===== config.mk =====
export PLATFORM = sky130hd
export DESIGN_NAME = mem_bus_arbiter_flat
export DESIGN_NICKNAME = d
export VERILOG_FILES = /design/src/rtl/mem_bus_arbiter_pkg.sv /design/src/rtl/mem_bus_arbiter_if.sv /design/src/rtl/mem_bus_arbiter_watchdog.sv /design/src/rtl/mem_bus_arbiter.sv /design/src/flat_wrapper.sv
export SDC_FILE = /design/constraint.sdc
export NUM_CORES = 1
export LEC_CHECK = 0
export ABC_AREA = 1
export CORE_MARGIN = 4
export CORE_UTILIZATION = 44
export CTS_BUF_LIST = sky130_fd_sc_hd__clkbuf_4
export DETAILED_ROUTE_END_ITERATION = 16
export PLACE_DENSITY = 0.84
export SYNTH_ARGS = -nofsm -noshare
export SYNTH_HDL_FRONTEND = slang
export SYNTH_SLANG_ARGS = --single-unit
export TNS_END_PERCENT = 100

===== constraint.sdc =====
create_clock -name clk -period 3.37 [get_ports clk]
set_input_delay 0.674 -clock clk [delete_from_list [all_inputs] [get_ports clk]]
set_output_delay 0.674 -clock clk [all_outputs]
set_load 0.005 [all_outputs]

===== src/rtl/mem_bus_arbiter_pkg.sv =====
// Shared types and constants for the two-master memory bus arbiter.
// Arbiter state encodings, reset level and default bus widths.
package mem_bus_arbiter_pkg;

    typedef enum logic [1:0] {
        ARB_IDLE    = 2'd0,
        ARB_BUSY_M0 = 2'd1,
        ARB_BUSY_M1 = 2'd2
    } arb_state_t;

    localparam logic        RstEnable  = 1'b1;
    localparam logic [31:0] ZeroWord   = 32'h0000_0000;
    localparam int          DEFAULT_AW = 32;
    localparam int          DEFAULT_DW = 32;

endpackage


===== src/rtl/mem_bus_arbiter_if.sv =====
// Bus bundle between the data port (m0), fetch port (m1), arbiter and memory slave.
// The master modport is the arbiter's view; slave is the surrounding environment's view.
interface mem_bus_arbiter_if #(
    parameter int AW = 32,
    parameter int DW = 32
);
    logic          m0_req;
    logic          m0_we;
    logic [AW-1:0] m0_addr;
    logic [DW-1:0] m0_wdata;
    logic          m0_ack;
    logic [DW-1:0] m0_rdata;
    logic          m0_err;

    logic          m1_req;
    logic          m1_we;
    logic [AW-1:0] m1_addr;
    logic [DW-1:0] m1_wdata;
    logic          m1_ack;
    logic [DW-1:0] m1_rdata;
    logic          m1_err;

    logic          s_req;
    logic          s_we;
    logic [AW-1:0] s_addr;
    logic [DW-1:0] s_wdata;
    logic          s_ack;
    logic [DW-1:0] s_rdata;

    logic          hold_flag;

    modport master (
        input  m0_req, m0_we, m0_addr, m0_wdata,
        output m0_ack, m0_rdata, m0_err,
        input  m1_req, m1_we, m1_addr, m1_wdata,
        output m1_ack, m1_rdata, m1_err,
        output s_req, s_we, s_addr, s_wdata,
        input  s_ack, s_rdata,
        output hold_flag
    );

    modport slave (
        output m0_req, m0_we, m0_addr, m0_wdata,
        input  m0_ack, m0_rdata, m0_err,
        output m1_req, m1_we, m1_addr, m1_wdata,
        input  m1_ack, m1_rdata, m1_err,
        input  s_req, s_we, s_addr, s_wdata,
        output s_ack, s_rdata,
        input  hold_flag
    );
endinterface


===== src/rtl/mem_bus_arbiter_watchdog.sv =====
// Bus watchdog: counts enabled cycles and pulses expire on the TIMEOUT-th one.
module arb_watchdog
    import mem_bus_arbiter_pkg::*;
#(
    parameter int TIMEOUT = 16
) (
    input  logic clk,
    input  logic rst,
    input  logic clear,
    input  logic enable,
    output logic expire
);
    localparam int WW = (TIMEOUT > 2) ? $clog2(TIMEOUT) : 1;

    logic [WW-1:0] count;

    assign expire = enable && (count == WW'(TIMEOUT - 1));

    // clear has priority so the count never wraps past TIMEOUT-1
    always_ff @(posedge clk) begin
        if (rst == RstEnable) begin
            count <= '0;
        end else if (clear) begin
            count <= '0;
        end else if (enable) begin
            count <= count + 1'b1;
        end
    end
endmodule


===== src/rtl/mem_bus_arbiter.sv =====
// Fixed-priority arbiter sharing one memory slave between data (m0) and fetch (m1) ports.
// Define ARB_STARVE_GUARD_EN to force an m1 grant after MAX_CONSEC back-to-back m0 grants.
module mem_bus_arbiter
    import mem_bus_arbiter_pkg::*;
#(
    parameter int AW         = DEFAULT_AW,
    parameter int DW         = DEFAULT_DW,
    parameter int TIMEOUT    = 16,
    parameter int MAX_CONSEC = 4
) (
    input  logic               clk,
    input  logic               rst,
    mem_bus_arbiter_if.master  bus
);
    if (TIMEOUT < 2 || MAX_CONSEC < 1) begin : g_param_check
        $error("mem_bus_arbiter: TIMEOUT must be >= 2 and MAX_CONSEC >= 1");
    end

    arb_state_t state;
    logic       wd_clear;
    logic       wd_enable;
    logic       wd_expire;
    logic       starve;
    logic       grant_m0;
    logic       grant_m1;

    assign wd_enable = (state != ARB_IDLE);
    assign wd_clear  = (state == ARB_IDLE) || bus.s_ack || wd_expire;

    arb_watchdog #(
        .TIMEOUT (TIMEOUT)
    ) u_watchdog (
        .clk    (clk),
        .rst    (rst),
        .clear  (wd_clear),
        .enable (wd_enable),
        .expire (wd_expire)
    );

`ifdef ARB_STARVE_GUARD_EN
    localparam int CW = $clog2(MAX_CONSEC + 1);

    logic [CW-1:0] consec;

    assign starve = bus.m1_req && (consec == CW'(MAX_CONSEC));

    // counts m0 grants that left m1 waiting; any m1 grant or uncontended m0 grant resets it
    always_ff @(posedge clk) begin
        if (rst == RstEnable) begin
            consec <= '0;
        end else if (state == ARB_IDLE) begin
            if (grant_m0) begin
                consec <= bus.m1_req ? consec + 1'b1 : '0;
            end else if (grant_m1) begin
                consec <= '0;
            end
        end
    end
`else
    assign starve = 1'b0;
`endif

    assign grant_m0 = bus.m0_req && !starve;
    assign grant_m1 = bus.m1_req && !grant_m0;

    // fetch stays stalled until the cycle its own transfer completes
    assign bus.hold_flag = bus.m1_req & ~((state == ARB_BUSY_M1) & bus.s_ack);

    always_ff @(posedge clk) begin
        if (rst == RstEnable) begin
            state        <= ARB_IDLE;
            bus.s_req    <= 1'b0;
            bus.s_we     <= 1'b0;
            bus.s_addr   <= '0;
            bus.s_wdata  <= '0;
            bus.m0_ack   <= 1'b0;
            bus.m0_err   <= 1'b0;
            bus.m0_rdata <= '0;
            bus.m1_ack   <= 1'b0;
            bus.m1_err   <= 1'b0;
            bus.m1_rdata <= '0;
        end else begin
            bus.m0_ack <= 1'b0;
            bus.m1_ack <= 1'b0;
            case (state)
                ARB_IDLE: begin
                    if (grant_m0) begin
                        bus.s_req   <= 1'b1;
                        bus.s_we    <= bus.m0_we;
                        bus.s_addr  <= bus.m0_addr;
                        bus.s_wdata <= bus.m0_wdata;
                        state       <= ARB_BUSY_M0;
                    end else if (grant_m1) begin
                        bus.s_req   <= 1'b1;
                        bus.s_we    <= bus.m1_we;
                        bus.s_addr  <= bus.m1_addr;
                        bus.s_wdata <= bus.m1_wdata;
                        state       <= ARB_BUSY_M1;
                    end
                end
                ARB_BUSY_M0: begin
                    if (bus.s_ack) begin
                        bus.m0_rdata <= bus.s_rdata;
                        bus.m0_ack   <= 1'b1;
                        bus.m0_err   <= 1'b0;
                        bus.s_req    <= 1'b0;
                        state        <= ARB_IDLE;
                    end else if (wd_expire) begin
                        bus.m0_rdata <= '0;
                        bus.m0_ack   <= 1'b1;
                        bus.m0_err   <= 1'b1;
                        bus.s_req    <= 1'b0;
                        state        <= ARB_IDLE;
                    end
                end
                ARB_BUSY_M1: begin
                    if (bus.s_ack) begin
                        bus.m1_rdata <= bus.s_rdata;
                        bus.m1_ack   <= 1'b1;
                        bus.m1_err   <= 1'b0;
                        bus.s_req    <= 1'b0;
                        state        <= ARB_IDLE;
                    end else if (wd_expire) begin
                        bus.m1_rdata <= '0;
                        bus.m1_ack   <= 1'b1;
                        bus.m1_err   <= 1'b1;
                        bus.s_req    <= 1'b0;
                        state        <= ARB_IDLE;
                    end
                end
                default: begin
                    bus.s_req <= 1'b0;
                    state     <= ARB_IDLE;
                end
            endcase
        end
    end
endmodule


===== src/flat_wrapper.sv =====
// flat-port wrapper written by rule: the top's interface ports become plain ports
module mem_bus_arbiter_flat import mem_bus_arbiter_pkg::*;
#(
    parameter int AW         = DEFAULT_AW,
    parameter int DW         = DEFAULT_DW,
    parameter int TIMEOUT    = 16,
    parameter int MAX_CONSEC = 4
)
  (clk, rst, bus_m0_req, bus_m0_we, bus_m0_addr, bus_m0_wdata, bus_m0_ack, bus_m0_rdata, bus_m0_err, bus_m1_req, bus_m1_we, bus_m1_addr, bus_m1_wdata, bus_m1_ack, bus_m1_rdata, bus_m1_err, bus_s_req, bus_s_we, bus_s_addr, bus_s_wdata, bus_s_ack, bus_s_rdata, bus_hold_flag);
  mem_bus_arbiter_if #(.AW(AW), .DW(DW)) bus_i ();
  input  logic clk;
  input  logic rst;
  input wire logic [$bits(bus_i.m0_req)-1:0] bus_m0_req;
  input wire logic [$bits(bus_i.m0_we)-1:0] bus_m0_we;
  input wire logic [$bits(bus_i.m0_addr)-1:0] bus_m0_addr;
  input wire logic [$bits(bus_i.m0_wdata)-1:0] bus_m0_wdata;
  output wire logic [$bits(bus_i.m0_ack)-1:0] bus_m0_ack;
  output wire logic [$bits(bus_i.m0_rdata)-1:0] bus_m0_rdata;
  output wire logic [$bits(bus_i.m0_err)-1:0] bus_m0_err;
  input wire logic [$bits(bus_i.m1_req)-1:0] bus_m1_req;
  input wire logic [$bits(bus_i.m1_we)-1:0] bus_m1_we;
  input wire logic [$bits(bus_i.m1_addr)-1:0] bus_m1_addr;
  input wire logic [$bits(bus_i.m1_wdata)-1:0] bus_m1_wdata;
  output wire logic [$bits(bus_i.m1_ack)-1:0] bus_m1_ack;
  output wire logic [$bits(bus_i.m1_rdata)-1:0] bus_m1_rdata;
  output wire logic [$bits(bus_i.m1_err)-1:0] bus_m1_err;
  output wire logic [$bits(bus_i.s_req)-1:0] bus_s_req;
  output wire logic [$bits(bus_i.s_we)-1:0] bus_s_we;
  output wire logic [$bits(bus_i.s_addr)-1:0] bus_s_addr;
  output wire logic [$bits(bus_i.s_wdata)-1:0] bus_s_wdata;
  input wire logic [$bits(bus_i.s_ack)-1:0] bus_s_ack;
  input wire logic [$bits(bus_i.s_rdata)-1:0] bus_s_rdata;
  output wire logic [$bits(bus_i.hold_flag)-1:0] bus_hold_flag;
  assign bus_i.m0_req = bus_m0_req;
  assign bus_i.m0_we = bus_m0_we;
  assign bus_i.m0_addr = bus_m0_addr;
  assign bus_i.m0_wdata = bus_m0_wdata;
  assign bus_m0_ack = bus_i.m0_ack;
  assign bus_m0_rdata = bus_i.m0_rdata;
  assign bus_m0_err = bus_i.m0_err;
  assign bus_i.m1_req = bus_m1_req;
  assign bus_i.m1_we = bus_m1_we;
  assign bus_i.m1_addr = bus_m1_addr;
  assign bus_i.m1_wdata = bus_m1_wdata;
  assign bus_m1_ack = bus_i.m1_ack;
  assign bus_m1_rdata = bus_i.m1_rdata;
  assign bus_m1_err = bus_i.m1_err;
  assign bus_s_req = bus_i.s_req;
  assign bus_s_we = bus_i.s_we;
  assign bus_s_addr = bus_i.s_addr;
  assign bus_s_wdata = bus_i.s_wdata;
  assign bus_i.s_ack = bus_s_ack;
  assign bus_i.s_rdata = bus_s_rdata;
  assign bus_hold_flag = bus_i.hold_flag;
  mem_bus_arbiter #(.AW(AW), .DW(DW), .TIMEOUT(TIMEOUT), .MAX_CONSEC(MAX_CONSEC)) u_core (.clk(clk), .rst(rst), .bus(bus_i));
endmodule

Word-level counts from Yosys, hierarchy flattened
Cells that the tools add are included.
- logic and storage cells: 62
- bits in writable memories: 0
- bits in latches: 0
- input port bits: 167
- flip-flop bits (word level): 140
- output and inout port bits: 135
- memories: 0
- ROM bits: 0
- divide/modulo/power cells: 0
- equal/unequal tests: 5
- multipliers: 0
- bitwise operators: 5
- magnitude comparators: 0
- multiplexer cells: 22
- reductions and logical operators: 17
- add/sub/neg operators: 1
- shift operators: 0
- operator list (operator ; number):
    2-to-1 mux 32 bit ; 6
    2-to-1 mux 1 bit ; 10
    2-to-1 mux 2 bit ; 4
    AND reduction 2 bit ; 4
    OR reduction 2 bit ; 4
    nonzero test 2 bit ; 3
    adder 4 x 1 -> 4 bit, second input constant ; 1
    == test 4 bit, second input constant ; 1
    one-hot mux 2 bit (2 select lines) ; 1
    inequality test 3 x 1 -> 1 bit, second input constant ; 1
    inequality test 3 x 2 -> 1 bit, second input constant ; 1
    inverter 1 bit ; 3
    AND 1 bit ; 2
    == test 2 x 1 -> 1 bit, second input constant ; 1
    == test 2 bit, second input constant ; 1
    logical AND 1 bit ; 2
    zero test 2 bit ; 1
    logical OR 1 bit ; 2
    one-hot mux 1 bit (2 select lines) ; 1
    zero test 1 bit ; 1

Logic depth before layout (Yosys ltp)
- depth after elaboration: 5
- gate-level depth with buffers: 9

Cells and area by module
A second synthesis with hierarchy kept.
- cell total of the unflattened synthesis: 847
- area, all modules: 5982.0 um^2
- modules (own cells, without submodules) (module ; area each (um^2) ; cells each ; sequential area each (um^2) ; instances):
    mem_bus_arbiter ; 5803.1 ; 822 ; 2722.6 ; 1
    arb_watchdog ; 178.9 ; 25 ; 80.1 ; 1

Worst setup path before layout
Ideal clock, no wire load.
- path kind: input-to-output
- start: in bus_s_ack
- end: out bus_hold_flag
- data required time: 2.696 ns
- arrival time: 1.217 ns
- stages on the path: 3
- path slack: 1.479 ns
- buffers on the path: 2
- cell sequence: buf_2 > clkbuf_1 > a21oi_1
- word-level cells in the longest chain between the ends: 3
- RTL lines (item ; line ; text):
    from (decl) ; flat_wrapper.sv:31 ; input wire logic [$bits(bus_i.s_ack)-1:0] bus_s_ack;
    AND 1 bit ; mem_bus_arbiter.sv:67 ; assign bus.hold_flag = bus.m1_req & ~((state == ARB_BUSY_M1) & bus.s_ack);
    inverter 1 bit ; mem_bus_arbiter.sv:67 ;
    AND 1 bit ; mem_bus_arbiter.sv:67 ;
    to (decl) ; flat_wrapper.sv:33 ; output wire logic [$bits(bus_i.hold_flag)-1:0] bus_hold_flag;
Every way passes these cells.

Worst setup path after layout
- start: reg u_core.state[0]
- end: out bus_hold_flag
- word-level cells in the longest chain between the ends: 4
- RTL lines (item ; line ; text):
    from (decl) ; mem_bus_arbiter.sv:19 ; arb_state_t state;
    from (signal assigned) ; mem_bus_arbiter.sv:71 ; state <= ARB_IDLE;
    from (signal assigned) ; mem_bus_arbiter.sv:92 ; state <= ARB_BUSY_M0;
    from (signal assigned) ; mem_bus_arbiter.sv:98 ; state <= ARB_BUSY_M1;
    == test 2 bit ; mem_bus_arbiter.sv:67 ;
    AND 1 bit ; mem_bus_arbiter.sv:67 ;
    inverter 1 bit ; mem_bus_arbiter.sv:67 ;
    AND 1 bit ; mem_bus_arbiter.sv:67 ;
Every way passes these cells.

==> summary.txt <==
Critical path
  • Top Family by Delay on Critical Path: buffers and inverters
  • CP cell instances: inv_1 > ha_1 > a21oi_1 > clkdlybuf4s50_1
  • CP Launch Type: flip-flop
  • CP Launch Point: u_core.state[0]$_SDFFE_PP0P_
  • Worst path arrival time: slightly below 2000 ps
  • Worst r2r path cells: 8
  • CP bufs+invs: 2
  • CP max FO: 3
  • Critical R2R Capture: u_core.bus.m0_rdata[29]$_SDFFE_PP0P_
  • CP endpoint kind: output pin
  • Register-to-Register Setup Slack: 1330 ps
  • Worst EP required: between 2000 and 3000 ps
  • Slowest Stage Delay on Critical Path: 530 ps
  • Critical path class: flip-flop to output pin
  • Slowest CP cell: clkdlybuf4s50_1
  • Worst r2r src: u_core.state[0]$_SDFFE_PP0P_

Routing
  • Drt drc: 0
  • Drt first pass iters: 5
  • ANT nets after route: 0
  • Drt initial violations: 456
  • Routed len/inst: 14.9 um
  • Post-route met1 wirelength: 7500 um
  • Met3 WL: 1960 um
  • DR vias: 6,360
  • Met2 WL post-DR: 9320 um
  • DR top layer: met4
  • DR vias/cell: 4.89
  • Final WL: 19,400 um

Finish
  • Most frequent cells in the layout: clkdlybuf4s50_1 (298), nand2_1 (276), dfxtp_1 (140), nor2_1 (138), a21oi_1 (72)
  • Final Cell Area: 9130 sq um
  • Filler instances: 1,067
  • Area growth from synthesis to layout: 55.4%
  • Multi-input logic area: approximately 2700 sq um
  • Fin nets: 1,287
  • Finished Layout Cells: between 1,000 and 1,500
  • Register area: 2800 sq um
  • Most common cell after layout, fill and taps aside: clkdlybuf4s50_1
  • Share of cells above drive strength 1: 4.08%

CTS
  • Root Buffer Master: clkbuf_4
  • Clk buf depth: 2
  • CTS Buf Count: 17
  • TritonCTS clock tree: yes
  • Setup repair bufs after CTS: 0
  • CTS Hold Bufs: 0
  • Clock Sinks: 140
  • Clock-pin slew on the worst setup and hold paths: 120 ps
  • Worst skew pair latency: between 500 and 600 ps
  • Post-CTS Resized: 0
  • Max H-tree Level: 4

Synthesis
  • Synth area leaders: dfxtp_1 (48%), nand2_1 (18%), nor2_1 (8.8%)
  • Syn nets: 1,022
  • Yosys warns: 0
  • Register area share after synthesis: 47.7%
  • Seq cells post-synth: 140
  • Synth Instances: 850
  • Leading area contributor after synthesis: dfxtp_1
  • Synth cell types: 21
  • Top-area cell type share of the netlist area: 47.7%
  • Mapped Area: 5880 sq um
  • Syn_area_per_cell: 6.92 sq um

STA
  • Max frequency: 381 MHz
  • Fin crit share: 78.0%
  • Clock Skews: 11.3 ps
  • Max_slew headroom: 53.1%
  • Slew Limit Fails: 0
  • Final setup fails: 0
  • Slew @ Worst Pin: 701 ps
  • Setup WS post-layout: about 740 ps
  • Crit path time final: 2630 ps
  • Final Hold Fails: 0
  • Setup TNS Final: 0 ps
  • RSZ-0062 raised after global routing: false

Worst hold path
  • Hold path start: u_core.bus.m1_rdata[20]$_SDFFE_PP0P_
  • Hold crit path type: flip-flop to flip-flop
  • Hold path depth: 2
  • Hold worst-path end: u_core.bus.m1_rdata[20]$_SDFFE_PP0P_

Placement
  • IO Port Bufs: 301
  • Post-DP Area: just under 9000 sq um
  • Setup slack at placement: roughly 740 ps
  • Cell count after placement: ~1,300
  • Routability cong.: 0.850
  • DP HPWL: 13,700 um

Status
  • Outcome: complete, no violations

GRT
  • Global route overflow: 0
  • Largest net degree at the start of global routing: 70
  • Vias in the first global route: 5,751
  • Overall fraction of global-route tracks in use: between 20% and 30%
  • First-pass GRT wire length: 29,100 um
  • Initial antenna violation count: 1

Floorplan
  • Die X: 124 um
  • Core area: 12,800 sq um
  • Die area: between 15,000 and 20,000 sq um
  • DIE HEIGHT: 124 um
  • Rows: 41
  • Starting density of the core: 45.8%
  • IO Pins: 302

Flow run
  • Max Cap Viol: 0

Power and ir drop
  • Leakage: roughly 3.7 nW
  • Peak VDD IR: about 0.31 mV
  • Power Density: 506 nW/um^2
[worst max path at each step]
stage | end | cells past startpoint
2_1_floorplan | bus_hold_flag | 3
3_3_place_gp | bus_hold_flag | 4
3_5_place_dp | bus_hold_flag | 4
4_1_cts | bus_hold_flag | 4
5_1_grt | bus_hold_flag | 4
6_report | bus_hold_flag | 4
[layout make-up]
class	instances	share of cell area, %
diodes	1	0.0274
clock buffers	19	1.56
clock inverters	13	1.37
inverters	14	0.575
multi-input cells	632	29.6
flip-flops and latches	140	30.7
well taps	172	2.36
repair buffers	310	33.8
[synth_stat cells]
cell type	n
nand2_1	276
dfxtp_1	140
nor2_1	138
a21oi_1	72
nand3_1	69
o21ai_1	40
clkbuf_1	32
o21ai_0	25
buf_2	23
inv_1	12
buf_6	6
ha_1	5
buf_4	2
inv_2	2
nand2_2	2
a21oi_4	1
buf_1	1
nand4_1	1
nor3_1	1
or2_2	1
xnor2_1	1
[sequential cells by signal, indices dropped and copies added (netlist names)]
signal	count
u_core.bus.m0_err	1
u_core.state	2
u_core.bus.m1_ack	1
u_core.bus.s_wdata	32
u_core.bus.m1_err	1
u_core.bus.m0_rdata	32
u_core.bus.s_req	1
u_core.bus.s_addr	32
u_core.bus.m1_rdata	32
u_core.bus.m0_ack	1
u_core.bus.s_we	1
u_core.u_watchdog.count	4
[stage by stage]
stage	total power [mW]	hold slack, ps	util, %
floorplan	2.74	453	-
global placement	3.59	447	69.1
detailed placement	3.61	452	69.1
CTS	4.66	466	71.2
global route	4.89	482	71.2
finish	4.62	468	71.2
[logic make-up (layout without fill, tap and decap cells)]
family	count (synthesis)	count (layout)	synth area share (%)
AO/OA/AOI/OAI	138	138	11.9
XOR/XNOR	1	1	0.149
adder cells (fa/ha/maj)	5	5	1.06
AND/OR/NAND/NOR	488	488	32.8
flip-flops	140	140	47.7
other	0	1	0
buffers and inverters	78	356	6.36
[per-layer routing]
layer	track usage, %	vias to the layer above
met1	27.5	2821
met4	10.2	0
met5	0	-
met3	9.95	32
met2	41.3	262
li1	-	3245
[power breakdown]
group	switching, mW	internal, mW	leakage [nW]
Combinational	0.761	0.791	2.43
Clock	0.598	0.447	0.139
Sequential	0.121	1.90	1.15
[worst register-to-register path: cells and delay by family (launching register included)]
kind            cells  cell delay (ps)
simple gates        5             1090
flops               1              380
fa+ha+maj           1              270
buf+inv             1              100
compound gates      1               80
No activity file was read; power rests on OpenSTA's default activity.
